--- src/rtl/lif_neuron_scheduler_if.sv ---
// Configuration byte channel into the LIF neuron scheduler.
// The master offers bytes; the scheduler, as the slave, accepts them while it is idle.
interface lif_neuron_scheduler_if #(
    parameter int SEL_BITS = 2
) ();
    logic                cfg_valid;
    logic                cfg_ready;
    logic [1:0]          cfg_kind;
    logic [SEL_BITS-1:0] cfg_sel;
    logic [7:0]          cfg_data;

    modport master (
        output cfg_valid,
        output cfg_kind,
        output cfg_sel,
        output cfg_data,
        input  cfg_ready
    );

    modport slave (
        input  cfg_valid,
        input  cfg_kind,
        input  cfg_sel,
        input  cfg_data,
        output cfg_ready
    );
endinterface

--- src/rtl/lif_neuron_scheduler.sv ---
// Shares one combinational LIF neuron datapath across N_NEURONS virtual neurons.
// Each tick walks every neuron through the datapath once and then publishes the spike vector.
module lif_neuron_scheduler #(
    parameter int N_STAGES       = 4,
    parameter int N_NEURONS      = 4,
    parameter int MEMBRANE_BITS  = N_STAGES + 2,
    parameter int THRESHOLD_BITS = MEMBRANE_BITS - 1
) (
    input  logic                            clk_i,
    input  logic                            reset_i,
    lif_neuron_scheduler_if.slave           cfg,
    input  logic                            tick_i,
    output logic                            busy_o,
    output logic                            done_o,
    output logic [N_NEURONS-1:0]            spikes_o,
    output logic [2**N_STAGES-1:0]          dp_inputs_o,
    output logic [2**N_STAGES-1:0]          dp_weights_o,
    output logic [2:0]                      dp_shift_o,
    output logic [THRESHOLD_BITS-1:0]       dp_threshold_o,
    output logic signed [MEMBRANE_BITS-1:0] dp_last_membrane_o,
    output logic                            dp_was_spike_o,
    input  logic signed [MEMBRANE_BITS-1:0] dp_new_membrane_i,
    input  logic                            dp_is_spike_i
);
    localparam int INPUTS = 2**N_STAGES;
    localparam int SEL_BITS = $clog2(N_NEURONS);
    localparam logic [SEL_BITS-1:0] LAST_IDX = SEL_BITS'(N_NEURONS - 1);

    localparam logic [1:0] KIND_WEIGHTS   = 2'b00;
    localparam logic [1:0] KIND_INPUTS    = 2'b01;
    localparam logic [1:0] KIND_THRESHOLD = 2'b10;
    localparam logic [1:0] KIND_SHIFT     = 2'b11;

    typedef enum logic [1:0] {
        IDLE,
        RUN,
        DONE
    } state_t;

    state_t                            state_q, state_d;
    logic [SEL_BITS-1:0]               idx_q, idx_d;
    logic [INPUTS-1:0]                 weights_q [N_NEURONS];
    logic [INPUTS-1:0]                 weights_d [N_NEURONS];
    logic signed [MEMBRANE_BITS-1:0]   membrane_q [N_NEURONS];
    logic signed [MEMBRANE_BITS-1:0]   membrane_d [N_NEURONS];
    logic [N_NEURONS-1:0]              was_spike_q, was_spike_d;
    logic [N_NEURONS-1:0]              accum_q, accum_d;
    logic [N_NEURONS-1:0]              spikes_q, spikes_d;
    logic [INPUTS-1:0]                 inputs_q, inputs_d;
    logic [THRESHOLD_BITS-1:0]         threshold_q, threshold_d;
    logic [2:0]                        shift_q, shift_d;

    // Wide registers are loaded MSB byte first; narrow ones keep only the low bits of the byte.
    function automatic logic [INPUTS-1:0] shiftInByte(input logic [INPUTS-1:0] cur,
                                                      input logic [7:0] b);
        logic [INPUTS+7:0] joined;
        joined = {cur, b};
        return joined[INPUTS-1:0];
    endfunction

    assign cfg.cfg_ready = (state_q == IDLE) && !tick_i;

    always_comb begin
        state_d     = state_q;
        idx_d       = idx_q;
        weights_d   = weights_q;
        membrane_d  = membrane_q;
        was_spike_d = was_spike_q;
        accum_d     = accum_q;
        spikes_d    = spikes_q;
        inputs_d    = inputs_q;
        threshold_d = threshold_q;
        shift_d     = shift_q;

        unique case (state_q)
            IDLE: begin
                idx_d = '0;
                if (tick_i) begin
                    state_d = RUN;
                end else if (cfg.cfg_valid) begin
                    unique case (cfg.cfg_kind)
                        KIND_WEIGHTS:   weights_d[cfg.cfg_sel] = shiftInByte(weights_q[cfg.cfg_sel], cfg.cfg_data);
                        KIND_INPUTS:    inputs_d = shiftInByte(inputs_q, cfg.cfg_data);
                        KIND_THRESHOLD: threshold_d = cfg.cfg_data[THRESHOLD_BITS-1:0];
                        KIND_SHIFT: begin
                            shift_d = cfg.cfg_data[2:0];
                            if (cfg.cfg_data[7]) begin
                                for (int i = 0; i < N_NEURONS; i++) begin
                                    membrane_d[i] = '0;
                                end
                                was_spike_d = '0;
                            end
                        end
                        default: ;
                    endcase
                end
            end
            RUN: begin
                membrane_d[idx_q]  = dp_new_membrane_i;
                was_spike_d[idx_q] = dp_is_spike_i;
                accum_d[idx_q]     = dp_is_spike_i;
                // The last neuron's spike joins the published vector on the same edge it is computed.
                if (idx_q == LAST_IDX) begin
                    state_d  = DONE;
                    spikes_d = accum_d;
                end else begin
                    idx_d = idx_q + SEL_BITS'(1);
                end
            end
            DONE: begin
                state_d = IDLE;
                idx_d   = '0;
            end
            default: begin
                state_d = IDLE;
                idx_d   = '0;
            end
        endcase
    end

    always_ff @(posedge clk_i) begin
        if (reset_i) begin
            state_q     <= IDLE;
            idx_q       <= '0;
            for (int i = 0; i < N_NEURONS; i++) begin
                weights_q[i]  <= '1;
                membrane_q[i] <= '0;
            end
            was_spike_q <= '0;
            accum_q     <= '0;
            spikes_q    <= '0;
            inputs_q    <= '0;
            threshold_q <= THRESHOLD_BITS'(5);
            shift_q     <= '0;
        end else begin
            state_q     <= state_d;
            idx_q       <= idx_d;
            weights_q   <= weights_d;
            membrane_q  <= membrane_d;
            was_spike_q <= was_spike_d;
            accum_q     <= accum_d;
            spikes_q    <= spikes_d;
            inputs_q    <= inputs_d;
            threshold_q <= threshold_d;
            shift_q     <= shift_d;
        end
    end

    assign busy_o             = (state_q != IDLE);
    assign done_o             = (state_q == DONE);
    assign spikes_o           = spikes_q;
    assign dp_inputs_o        = inputs_q;
    assign dp_weights_o       = weights_q[idx_q];
    assign dp_shift_o         = shift_q;
    assign dp_threshold_o     = threshold_q;
    assign dp_last_membrane_o = membrane_q[idx_q];
    assign dp_was_spike_o     = was_spike_q[idx_q];
endmodule
--- src/flat_wrapper.sv ---
// flat-port wrapper written by rule: the top's interface ports become plain ports
module lif_neuron_scheduler_flat 
#(
    parameter int N_STAGES       = 4,
    parameter int N_NEURONS      = 4,
    parameter int MEMBRANE_BITS  = N_STAGES + 2,
    parameter int THRESHOLD_BITS = MEMBRANE_BITS - 1
)
  (clk_i, reset_i, tick_i, busy_o, done_o, spikes_o, dp_inputs_o, dp_weights_o, dp_shift_o, dp_threshold_o, dp_last_membrane_o, dp_was_spike_o, dp_new_membrane_i, dp_is_spike_i, cfg_cfg_valid, cfg_cfg_kind, cfg_cfg_sel, cfg_cfg_data, cfg_cfg_ready);
  lif_neuron_scheduler_if cfg_i ();
  input  logic clk_i;
  input  logic reset_i;
  input  logic tick_i;
  output logic busy_o;
  output logic done_o;
  output logic [N_NEURONS-1:0] spikes_o;
  output logic [2**N_STAGES-1:0] dp_inputs_o;
  output logic [2**N_STAGES-1:0] dp_weights_o;
  output logic [2:0] dp_shift_o;
  output logic [THRESHOLD_BITS-1:0] dp_threshold_o;
  output logic signed [MEMBRANE_BITS-1:0] dp_last_membrane_o;
  output logic dp_was_spike_o;
  input  logic signed [MEMBRANE_BITS-1:0] dp_new_membrane_i;
  input  logic dp_is_spike_i;
  input wire logic [$bits(cfg_i.cfg_valid)-1:0] cfg_cfg_valid;
  input wire logic [$bits(cfg_i.cfg_kind)-1:0] cfg_cfg_kind;
  input wire logic [$bits(cfg_i.cfg_sel)-1:0] cfg_cfg_sel;
  input wire logic [$bits(cfg_i.cfg_data)-1:0] cfg_cfg_data;
  output wire logic [$bits(cfg_i.cfg_ready)-1:0] cfg_cfg_ready;
  assign cfg_i.cfg_valid = cfg_cfg_valid;
  assign cfg_i.cfg_kind = cfg_cfg_kind;
  assign cfg_i.cfg_sel = cfg_cfg_sel;
  assign cfg_i.cfg_data = cfg_cfg_data;
  assign cfg_cfg_ready = cfg_i.cfg_ready;
  lif_neuron_scheduler #(.N_STAGES(N_STAGES), .N_NEURONS(N_NEURONS), .MEMBRANE_BITS(MEMBRANE_BITS), .THRESHOLD_BITS(THRESHOLD_BITS)) u_core (.clk_i(clk_i), .reset_i(reset_i), .cfg(cfg_i), .tick_i(tick_i), .busy_o(busy_o), .done_o(done_o), .spikes_o(spikes_o), .dp_inputs_o(dp_inputs_o), .dp_weights_o(dp_weights_o), .dp_shift_o(dp_shift_o), .dp_threshold_o(dp_threshold_o), .dp_last_membrane_o(dp_last_membrane_o), .dp_was_spike_o(dp_was_spike_o), .dp_new_membrane_i(dp_new_membrane_i), .dp_is_spike_i(dp_is_spike_i));
endmodule
--- config.mk ---
export PLATFORM = sky130hd
export DESIGN_NAME = lif_neuron_scheduler_flat
export DESIGN_NICKNAME = d
export VERILOG_FILES = /design/src/rtl/lif_neuron_scheduler_if.sv /design/src/rtl/lif_neuron_scheduler.sv /design/src/flat_wrapper.sv
export SDC_FILE = /design/constraint.sdc
export NUM_CORES = 1
export LEC_CHECK = 0
export BUFFER_PORTS_ARGS = -buffer_cell sky130_fd_sc_hd__buf_2
export CAP_MARGIN = 10
export CORE_UTILIZATION = 51
export CTS_CLUSTER_SIZE = 14
export DETAILED_ROUTE_END_ITERATION = 16
export PLACE_DENSITY = 0.71
export REMOVE_ABC_BUFFERS = 1
export SYNTH_ARGS = -nofsm -noshare
export SYNTH_HDL_FRONTEND = slang
export SYNTH_SLANG_ARGS = --single-unit
export TNS_END_PERCENT = 100
--- constraint.sdc ---
create_clock -name clk_i -period 2.8 [get_ports clk_i]
set_input_delay 0.7 -clock clk_i [delete_from_list [all_inputs] [get_ports clk_i]]
set_output_delay 0.7 -clock clk_i [all_outputs]
set_load 0.05 [all_outputs]
# --- Word level (Yosys, flattened, before mapping) ---
# Cells that the tools add are included.
word_totals:
  regBits: 128
  inputBits: 23
classes:
  n_addsub: 1
  n_lt_le_gt_ge: 6
  n_eq_ne: 12
  muxes: 34
  n_bitwise: 4
  n_reduce_logical: 17
op_table:
  columns: ["operator", "count"]
  rows:
  - ["$mux W24", 4]
  - ["$bmux W16 S2", 2]
  - ["$bwmux W64", 1]
  - ["$mux W16", 3]
  - ["$pmux W24 S2", 1]
  - ["$demux W16 S2", 1]
  - ["$bwmux W24", 1]
  - ["$mux W6", 3]
  - ["$mux W4", 4]
  - ["$mux W8", 2]
  - ["$reduce_and A4 Y1", 4]
  - ["$bmux W6 S2", 1]
  - ["$demux W6 S2", 1]
  - ["$ne A2 B2 Y1 const B", 5]
  - ["$bwmux W4", 2]
  - ["$eq A2 B2 Y1 const B", 4]
  - ["$pmux W4 S2", 1]
  - ["$ge A3 B3 Y1 const B", 2]
  - ["$lt A3 B1 Y1 const B", 2]
  - ["$not A2 Y3", 2]
  - ["$reduce_and A5 Y1", 1]
  - ["$eq A2 B1 Y1 const B", 2]
  - ["$logic_and A1 B1 Y1", 4]
  - ["$logic_not A2 Y1", 2]
  - ["14 further kinds", 19]

# --- Longest topological paths before layout ---
depth:
  ltp_word: 7
  mapped_depth: 8

# --- Worst setup path before layout ---
# OpenSTA, ideal clock, no wires.
synth_timing:
  path_kind: "reg2out"
  startpoint: "register u_core.idx_q[0]"
  endpoint: "output dp_weights_o[10]"
  t_arrival_ps: 1721
  t_required_ps: 2100
  slack_ps: 379
  path_stages_with_launch: 4
  cell_sequence: "dfxtp_1 clkbuf_1 buf_2 mux4_2"
synth_via:
  elab_chain_cells: 4
synth_lines:
  columns: ["element", "line", "source"]
  rows:
  - ["from (decl)", "lif_neuron_scheduler.sv:41", "logic [SEL_BITS-1:0] idx_q, idx_d;"]
  - ["from (signal assigned)", "lif_neuron_scheduler.sv:137", "idx_q <= idx_d;"]
  - ["$not A2 Y3 (implied by the code)", "lif_neuron_scheduler.sv:153", "assign dp_weights_o = weights_q[idx_q];"]
  - ["$bmux W16 S2", "lif_neuron_scheduler.sv:153", null]
  - ["$mux W16 (implied by the code) (2 in series)", "lif_neuron_scheduler.sv:153", null]
  - ["to (decl)", "flat_wrapper.sv:18", "output logic [2**N_STAGES-1:0] dp_weights_o;"]
# No other way between the ends. The select of a mux whose other input is x is not followed.

# --- Worst setup path in the final report ---
layout_timing:
  startpoint: "register u_core.idx_q[1]"
  endpoint: "output dp_last_membrane_o[5]"
layout_via:
  elab_chain_cells: 4
layout_lines:
  columns: ["element", "line", "source"]
  rows:
  - ["$not A2 Y3 (implied by the code)", "lif_neuron_scheduler.sv:156", "assign dp_last_membrane_o = membrane_q[idx_q];"]
  - ["$bmux W6 S2", "lif_neuron_scheduler.sv:156", null]
  - ["$mux W6 (implied by the code) (2 in series)", "lif_neuron_scheduler.sv:156", null]
  - ["to (decl)", "flat_wrapper.sv:21", "output logic signed [MEMBRANE_BITS-1:0] dp_last_membrane_o;"]
# No other way between the ends. The select of a mux whose other input is x is not followed.

==> metrics <==
Initial Util 0.527; part of the power in registers 0.437; Seq/Total Area, Yosys 0.467; crit-path leading delay family multiplexers; CP max-delay cell mux4_2; die height 105 um; Num Clock Sinks 127; first drt pass iteration count 5; TNS Setup 0 ns; Worst slew margin 0.523; drt total wl 12100 um; Final Skew 0.00478 ns; Worst R2R Setup Slack 0.77 ns; # rows 37; vias per std cell 5.51; leakage power 2.92 nW; outcome finished clean; post-detail-place hpwl 8420 um; CTS Hold Buffers Added 0; fin area 0.00655 mm2; die outline width 105 um; DRT iter0 DRCs 203; Yosys Warn Count 0; Worst Path Class, Setup flop to output pin; Synth async-reset ratio 0; first-pass GRT wire length 20100 um; antenna violations before repair 0; FMAX 371 MHz; Mapped Area 0.00545 mm2; combinational power share 0.061; Hold Path Depth 3; Post-Syn Instances 501; critical-path maximum fanout 7; num ports 77; internal power 3.20 mW; core box area 0.0103 mm2; clk buf depth 2; CP Cell Sequence buf_4 -> mux4_2 -> buf_2; syn avg cell area 10.9 um2; Sw Pwr 1.02 mW; drt drc 0; antenna viol nets, final 0; layout cells sized above 1 0.265; hold path endpoint u_core.dp_inputs_o[6]$_SDFFE_PP0P_; post-synthesis register bit count 127; number of synthesized flops with an enable pin 0; Inserted Clock Buffers 17; max-cap violation count 0; post-synth cell types 31; WP buf/inv 2; worst min path class input pin to flop; H-tree depth 4; Final nets 599; Hold Fails Final Rpt 0; grt ovf 0; P&R area growth vs syn 20.2%; reg2reg start u_core.idx_q[1]$_SDFFE_PP0N_; endpoints failing setup 0; Setup crit start kind flop; wire per inst 16.8 um; post-synth top area share 0.467; DR vias 3970; Clock Root Buffer clkbuf_8; vias in the first global route 4110; Placer Congestion 0.746; switching share of power 0.242; CTS clk-pin slew, worst paths 0.06 ns; Hold Crit Start cfg_cfg_data[6]; worst r2r dst u_core.membrane_q[11]$_SDFFE_PP0P_; power share of the clock group 0.503; CP max stage delay 0.52 ns; Tcrit/Tclk final 0.962; CP Data Required Time 2.10 ns; Clock Latency Late Sink 0.52 ns; R2R depth 5; top cells by area, synth dfxtp_1, mux2i_1, mux4_2, nor2_1, nand3b_1; port buffer count 76; pwr dens 645 mW/mm2; largest net degree at the start of global routing 73; postcts setup bufs 0; crit path time final 2.69 ns; Fill cells 823; gr usage total 0.235; area leader, netlist dfxtp_1; Final Max Slew Viols 0; CTS tree built; Post-DP Area 0.00597 mm2; crit end category output pin; number of diodes 0; post-cts sizing count 1; Worst EP arrival 1.99 ns; Least-Margin Pin Slew 0.713 ns; RSZ-0062 raised after global routing no; Synth Flop Type dfxtp_1; die area 0.0111 mm2; Peak VDD IR 0.423 mV
## cell usage in the layout (no fill, tap or decap), drive strengths merged
cell type and n:
buf 92, nand3 2, clkbuf 17, and3b 1
nand2b 38, a211oi 3, nand4b 2, nand4 1
mux4 23, nand3b 34, nor2 85, nor4b 1
nand2 2, bufinv 2, or4b 1, xor2 1
o22ai 28, nor3 3, mux2i 96, inv 8
and3 1, clkinv 4, nor2b 1, ha 4
clkinvlp 4, dfxtp 127, nor3b 2, a21oi 1
or2 1
## tightest hold or removal path: stages
cell	delay, ns
buf_2	0.11
nand2b_1	0.06
mux2i_1	0.06
## power by group through the flow
stage	clock network (mW)	registers, mW	logic, mW
global route	2.24	1.84	0.276
CTS	2.16	1.84	0.258
finish	2.12	1.84	0.257
detailed placement	0	1.88	0.258
floorplan	0	1.90	0.136
global placement	0	1.88	0.252
## routing by layer
metal	routed length [um]	track usage	up-vias
met4	166	0.0724	0
met5	0	0	-
met3	527	0.0637	13
met1	5110	0.274	1939
met2	6300	0.418	93
li1	-	-	1925
## registers in the layout, indices dropped and copies added (netlist names)
register	flops
u_core.state_q	2
u_core.dp_shift_o	3
u_core.membrane_q	24
u_core.was_spike_q	4
u_core.dp_inputs_o	16
u_core.dp_threshold_o	5
u_core.weights_q	64
u_core.spikes_o	4
u_core.idx_q	2
u_core.accum_q	3
## how the worst max path moves through the flow
stage,start,endpoint,slack (ns),depth (start not counted)
4_1_cts,u_core.idx_q[1]$_SDFFE_PP0N_,dp_last_membrane_o[5],0.07,3
3_5_place_dp,u_core.idx_q[0]$_SDFFE_PP0N_,dp_weights_o[9],0.56,3
5_1_grt,u_core.idx_q[1]$_SDFFE_PP0N_,dp_last_membrane_o[5],0.03,3
6_report,u_core.idx_q[1]$_SDFFE_PP0N_,dp_last_membrane_o[5],0.11,3
3_3_place_gp,u_core.idx_q[0]$_SDFFE_PP0N_,dp_weights_o[2],0.60,3
2_1_floorplan,u_core.idx_q[0]$_SDFFE_PP0N_,dp_last_membrane_o[2],0.18,1
## through the flow
stage / power (mW) / utilization / worst slack, ns / hold slack (ns) / std cells
floorplan: 2.04 / - / 0.176 / 0.463 / 461
detailed placement: 2.14 / 0.578 / 0.560 / 0.461 / 689
global placement: 2.13 / 0.578 / 0.603 / 0.459 / 689
finish: 4.22 / 0.634 / 0.108 / 0.457 / 721
CTS: 4.26 / 0.634 / 0.0720 / 0.436 / 721
global route: 4.36 / 0.634 / 0.0280 / 0.459 / 721
## synthesized netlist by cell type (2+ instances only)
cell / number
nand3_1: 2
a211oi_1: 3
ha_1: 4
nand4b_1: 2
inv_1: 3
mux2i_1: 96
clkbuf_1: 27
mux4_2: 23
buf_2: 9
nand3b_1: 34
buf_4: 2
o22ai_1: 28
nor3_1: 3
dfxtp_1: 127
nor2_1: 84
nand2b_1: 38
nand2_1: 2
## final cells by class
class                   instances  area [um2]  area share
inverters                       3        11.3     0.00172
clock buffers                  17         414      0.0633
multi-input cells             331        2710       0.415
well taps                     136         170      0.0260
clock inverters                15         161      0.0247
flip-flops and latches        127        2550       0.389
repair buffers                 92         528      0.0807
## logic make-up (layout without fill, tap and decap cells)
family | Yosys count | after routing | share of synthesized area
muxes | 119 | 119 | 0.272
DFF | 127 | 127 | 0.467
and+or+nand+nor | 175 | 175 | 0.179
AOI/OAI and AO/OA | 32 | 32 | 0.0372
adders and majority gates | 4 | 4 | 0.00919
xor gates and xnor gates | 1 | 1 | 0.00161
buffers and inverters | 43 | 127 | 0.0347
No activity file was read; power rests on OpenSTA's default activity.
